<file path="src/rtl/truth_table_extractor_pkg.sv">
// Shared types and sizing helpers for the truth-table extractor.
// No logic; imported by the extractor top and its nibble serializer.
// Optional popcount build is controlled by TT_POPCOUNT_EN in the top.
package truth_table_pkg;

    localparam int NIBBLE_W = 4;

    typedef enum logic [1:0] {
        IDLE,
        DRIVE,
        SAMPLE,
        EMIT
    } state_t;

    function automatic int TT_W(input int n_in);
        return 1 << n_in;
    endfunction

    // A 2-input table is only 4 bits, so it still occupies one whole nibble.
    function automatic int NIB_CNT(input int n_in);
        return (n_in > 2) ? (1 << (n_in - 2)) : 1;
    endfunction

endpackage

</file>
<file path="src/rtl/truth_table_extractor_nibble_serializer.sv">
// Purpose: streams a held truth table as hex nibbles, MSB first.
// Latency: first nibble valid the cycle en rises; one nibble per handshake.
// Backpressure: nibble/last held stable while tt_ready is low; no timeout.
module tt_nibble_serializer
    import truth_table_pkg::*;
#(
    parameter int N_IN = 7
) (
    input  logic                   clk,
    input  logic                   rst_n,
    input  logic                   en,
    input  logic [TT_W(N_IN)-1:0]  tt,
    input  logic                   tt_ready,
    output logic                   tt_valid,
    output logic [NIBBLE_W-1:0]    tt_nibble,
    output logic                   tt_last,
    output logic                   final_hs
);

    localparam int TTW  = TT_W(N_IN);
    localparam int NIBS = NIB_CNT(N_IN);
    localparam int TW   = $clog2(TTW);
    localparam int NW   = (TW > 2) ? TW - 2 : 1;

    logic [NW-1:0] n;
    logic [TW-1:0] base;
    logic          hs;

    // Top bit of nibble n is TTW-1-4n, which in TW bits is simply {~n, 2'b11}.
    generate
        if (TW > 2) begin : g_multi
            assign base = {~n, 2'b11};
        end else begin : g_single
            assign base = 2'b11;
        end
    endgenerate

    assign tt_valid  = en;
    assign hs        = en && tt_ready;
    assign tt_last   = en && (n == NW'(NIBS - 1));
    assign final_hs  = hs && tt_last;
    assign tt_nibble = en ? tt[base -: NIBBLE_W] : '0;

    always_ff @(posedge clk) begin
        if (!rst_n || !en) begin
            n <= '0;
        end else if (hs) begin
            n <= n + 1'b1;
        end
    end

endmodule

</file>
<file path="src/rtl/truth_table_extractor.sv">
// Purpose: sweeps all input patterns into a FUT and streams its truth table; TT_POPCOUNT_EN adds ones_count/balanced.
// Latency: TT_W*(SETTLE+1) cycles of sweep after start, then one nibble per handshake.
// Backpressure: emission stalls indefinitely on tt_ready low; start ignored unless idle.
module truth_table_extractor
    import truth_table_pkg::*;
#(
    parameter int N_IN   = 7,
    parameter int SETTLE = 0
) (
    input  logic                clk,
    input  logic                rst_n,
    input  logic                start,
    output logic                busy,
    output logic [N_IN-1:0]     x_out,
    input  logic                f_in,
    output logic                tt_valid,
    input  logic                tt_ready,
    output logic [NIBBLE_W-1:0] tt_nibble,
    output logic                tt_last,
    output logic                done
`ifdef TT_POPCOUNT_EN
    ,
    output logic [N_IN:0]       ones_count,
    output logic                balanced
`endif
);

    localparam int TTW = TT_W(N_IN);
    localparam int SW  = (SETTLE > 1) ? $clog2(SETTLE) : 1;
    localparam state_t PAT_ST = (SETTLE > 0) ? DRIVE : SAMPLE;

    state_t          state;
    state_t          state_nxt;
    logic [N_IN-1:0] p;
    logic [SW-1:0]   scnt;
    logic [TTW-1:0]  tt;
    logic            settle_done;
    logic            final_hs;

    assign settle_done = (scnt == SW'(SETTLE - 1));
    assign busy        = (state != IDLE);
    assign x_out       = p;

    always_ff @(posedge clk) begin
        if (!rst_n) begin
            state <= IDLE;
        end else begin
            state <= state_nxt;
        end
    end

    always_comb begin
        state_nxt = state;
        case (state)
            IDLE:    if (start) state_nxt = PAT_ST;
            DRIVE:   if (settle_done) state_nxt = SAMPLE;
            SAMPLE:  state_nxt = (&p) ? EMIT : PAT_ST;
            EMIT:    if (final_hs) state_nxt = IDLE;
            default: state_nxt = IDLE;
        endcase
    end

    // p doubles as the driven pattern; it parks at all-ones through EMIT.
    always_ff @(posedge clk) begin
        if (!rst_n) begin
            p    <= '0;
            scnt <= '0;
            tt   <= '0;
            done <= 1'b0;
        end else begin
            done <= final_hs;
            case (state)
                DRIVE:   scnt <= settle_done ? '0 : scnt + 1'b1;
                SAMPLE: begin
                    tt[p] <= f_in;
                    if (!(&p)) p <= p + 1'b1;
                end
                EMIT:    if (final_hs) p <= '0;
                default: ;
            endcase
        end
    end

`ifdef TT_POPCOUNT_EN
    localparam logic [N_IN:0] HALF = {2'b01, {(N_IN - 1){1'b0}}};

    always_ff @(posedge clk) begin
        if (!rst_n) begin
            ones_count <= '0;
        end else if (state == IDLE && start) begin
            ones_count <= '0;
        end else if (state == SAMPLE && f_in) begin
            ones_count <= ones_count + 1'b1;
        end
    end

    assign balanced = (ones_count == HALF);
`endif

    tt_nibble_serializer #(
        .N_IN(N_IN)
    ) u_ser (
        .clk       (clk),
        .rst_n     (rst_n),
        .en        (state == EMIT),
        .tt        (tt),
        .tt_ready  (tt_ready),
        .tt_valid  (tt_valid),
        .tt_nibble (tt_nibble),
        .tt_last   (tt_last),
        .final_hs  (final_hs)
    );

endmodule

</file>
<file path="config.mk">
export PLATFORM = sky130hd
export DESIGN_NAME = truth_table_extractor
export DESIGN_NICKNAME = d
export VERILOG_FILES = /design/src/rtl/truth_table_extractor_pkg.sv /design/src/rtl/truth_table_extractor_nibble_serializer.sv /design/src/rtl/truth_table_extractor.sv
export SDC_FILE = /design/constraint.sdc
export NUM_CORES = 1
export LEC_CHECK = 0
export BUFFER_PORTS_ARGS = -buffer_cell sky130_fd_sc_hd__buf_2
export CORE_AREA = 2 2 121 123
export CTS_CLUSTER_DIAMETER = 30
export DETAILED_ROUTE_END_ITERATION = 8
export DIE_AREA = 0 0 123 125
export PLACE_DENSITY = 0.75
export SYNTH_ARGS = -nofsm -noshare
export SYNTH_HDL_FRONTEND = slang
export SYNTH_SLANG_ARGS = --single-unit
</file>
<file path="constraint.sdc">
create_clock -name clk -period 2.5 [get_ports clk]
set_input_delay 0.25 -clock clk [delete_from_list [all_inputs] [get_ports clk]]
set_output_delay 0.25 -clock clk [all_outputs]
set_load 0.01 [all_outputs]
</file>
==> summary.txt <==
outcome = finished with violations
failing checks = negative setup slack
clock sinks = 144
Leak = 3.72 nW
row count = 44
core footprint = 14200 um2
CP Launch Type = flop
Compound-Gate Fraction of Synth Area = 3.14%
PortBufs = 19
Power Density = 594 nW/um2
# nets final = 786
DIE AREA = 15400 um2
total number of vias = 5927
Worst slew margin = 49.8%
CP Max Fanout = 5
number of antenna violations at the first check in global routing = 0
Overflow after GRT = 0
clock root cell = clkbuf_16
HP Class = primary input to flop
fin crit period = 2700 ps
placed instance area = 7960 um2
routed len/inst = 19.7 um
Simple-Gate Fraction of Synth Area = 25.5%
Detailed Place HPWL = 12.1 mm
Syn-to-layout area delta = 12.5%
final setup fails = 4
Die X = 123 um
Non-Filler Instances = 975
post-synthesis adder-cell area fraction = 0.490%
Setup crit end = tt_nibble[2]
R2R cell count = 9
Clock power frac = 50.5%
Post-Layout Inst Area = 8610 um2
Worst EP required = 2250 ps
Die Y = 125 um
gr usage total = 26.1%
1st-iter DRT viols = 661
Post-Route Setup TNS = -527 ps
Post-CTS Hold Fix Bufs = 0
worst-case vdd ir drop = 0.498 mV
Num CTS Buffers = 17
first-pass GRT wire length = 31.2 mm
Clock Pin Slew Worst Setup and Hold Paths = 60 ps
Power, Total = 5.11 mW
vias per cell = 6.08
Final Util = 60.6%
Yosys warnings = 0
ANT nets after route = 0
Cells after DPL = 939
Gate power share = 4.3%
htree depth = 4
crit path kind = flop to output pin
crit end category = output pin
final worst path period share = 108%
GPL Wtd Cong = 0.858
distinct cell type count after synthesis = 46
Initial Utilization = 53.9%
Clock Latency Late Sink = 430 ps
Peak Freq = 0.371 GHz
Max Cap Violations = 0
CTS tree = built
mux share of post-synthesis cell area = 27.6%
Slew @ Worst Pin = 741 ps
most frequent cells in the layout = 148 x mux2i_1, 141 x dfxtp_1, 138 x nor2b_1, 131 x nand3_1, 38 x buf_4
Syn Inst Count = 788
clock tree buffer depth = 2
Hold Slack = 165 ps
reg-to-reg setup timing slack = 240 ps
worst r2r src = u_ser.n[1]
maximum number of pins on one net before global-route repair = 114
I/O pin total = 20
FF-to-FF End = x_out[5]
leading cell type in the layout, fill and taps excluded = mux2i_1
final wirelength = 19.2 mm
pre-CTS WS = 164 ps
Setup Skew = 10.1 ps
Net Sw Frac = 22.9%
Worst Setup SP = u_ser.n[1]
flops & latches, synth = 144
ratio of cells with drive above 1 in the final layout = 17.4%
mapped cell area = 7660 um2
Pint = 3.94 mW
unrepaired setup endpoints after global routing = true
Seq/Total Area, Yosys = 37.7%
filler cell count = 1151
crit path DAT = 2450 ps
xor/xnor share of the synthesized area = 0.458%
Final WS setup = -198 ps
vias in the first global route = 5997
Sequential Power Share = 45.2%
syn nets = 796
Hold Fails Final Rpt = 0
DR pass1 iterations = 5
P_sw = 1.17 mW
Post-Syn Area per Cell = 9.72 um2
ant diodes = 0
post-route DRC violation count = 0
main combinational cell family by area after synthesis = multiplexers
Worst Hold Path Cells = 3
final slew viol count = 0
cell families (layout without fill, tap and decap cells):
group | Yosys count | in the layout
muxes | 177 | 177
and+or+nand+nor | 330 | 330
buffers and inverters | 95 | 98
DFF | 144 | 144
AOI/OAI and AO/OA | 35 | 35
xor gates and xnor gates | 4 | 4
adders and majority gates | 3 | 3
power groups by stage:
stage | clock (mW) | combinational [mW] | sequential, mW
floorplan | 0 | 0.162 | 2.35
global placement | 0 | 0.209 | 2.36
detailed placement | 0 | 0.215 | 2.36
CTS | 2.60 | 0.215 | 2.31
global route | 2.70 | 0.234 | 2.31
finish | 2.58 | 0.218 | 2.31
area by class of cell:
type                            count  area, um2  share of cell area [%]
Inverter                            4       15.0                   0.174
Sequential cell                   144       2890                    33.6
Tap cell                          184        230                    2.67
Multi-Input combinational cell    549       4400                    51.1
Clock buffer                       19        433                    5.03
Timing Repair Buffer               62        482                    5.59
Clock inverter                     13        163                    1.89
Yosys cell counts (all sizes together):
cell	number	area (um2)
xor2	3	26.3
nor2	12	45.0
o22ai	1	6.26
mux4	27	608
nand3	131	656
nor4	4	31.3
or3	2	12.5
nor4bb	6	60.1
nor3b	4	45.1
dfxtp	144	2880
buf	23	129
a2111oi	1	8.76
nand4	1	6.26
o21ai	3	15.0
inv	4	15.0
mux2	2	22.5
and2	2	12.5
o31ai	1	7.51
and3b	3	26.3
a211oi	2	15.0
mux2i	148	1480
nand2	9	33.8
o21a	4	30.0
or2	2	12.5
a21boi	1	7.51
and4b	4	40.0
and3	3	18.8
a22oi	9	67.6
clkbuf	68	255
a21oi	8	40.0
or4	1	7.51
and4	2	17.5
xnor2	1	8.76
a21bo	1	10.0
o32ai	1	8.76
o311ai	1	8.76
o211ai	2	15.0
nor2b	139	870
nor4b	3	45.0
nor3	2	10.0
ha	3	37.5
state kept, by name (all words and copies together), names as in the netlist:
register	flops
tt	128
x_out	7
u_ser.n	5
state	2
done	1
scnt	1
critical path, cell delays in order (launching register included):
cell	delay (ps)
dfxtp_4	410
buf_4	140
mux4_2	480
nor2b_1	140
a2111oi_0	560
nor4_1	120
buf_2	170
repair_timing:
item                                    4_1_cts  5_1_grt
resized for setup                             4        4
pin swaps                                     2        1
setup buffers                                 3        1
endpoints found under the setup margin        4        4
routing by layer:
metal  share of wire [%]  up-vias  track usage, %
met2                  49      184            42.4
met5                   0        -               0
li1                    -     2756               -
met3                 5.4       53            5.98
met4                 3.3        0            12.6
met1                  42     2934            32.6
worst min-delay path by stage:
stage	start	end	slack, ps
final	start	state[1]	170
after global routing	start	state[1]	180
after CTS	start	state[1]	160
after detailed placement	tt[9]	tt[9]	500
after global placement	tt[58]	tt[58]	490
after floorplan	start	state[1]	450
Power figures use the tool's default switching activity.
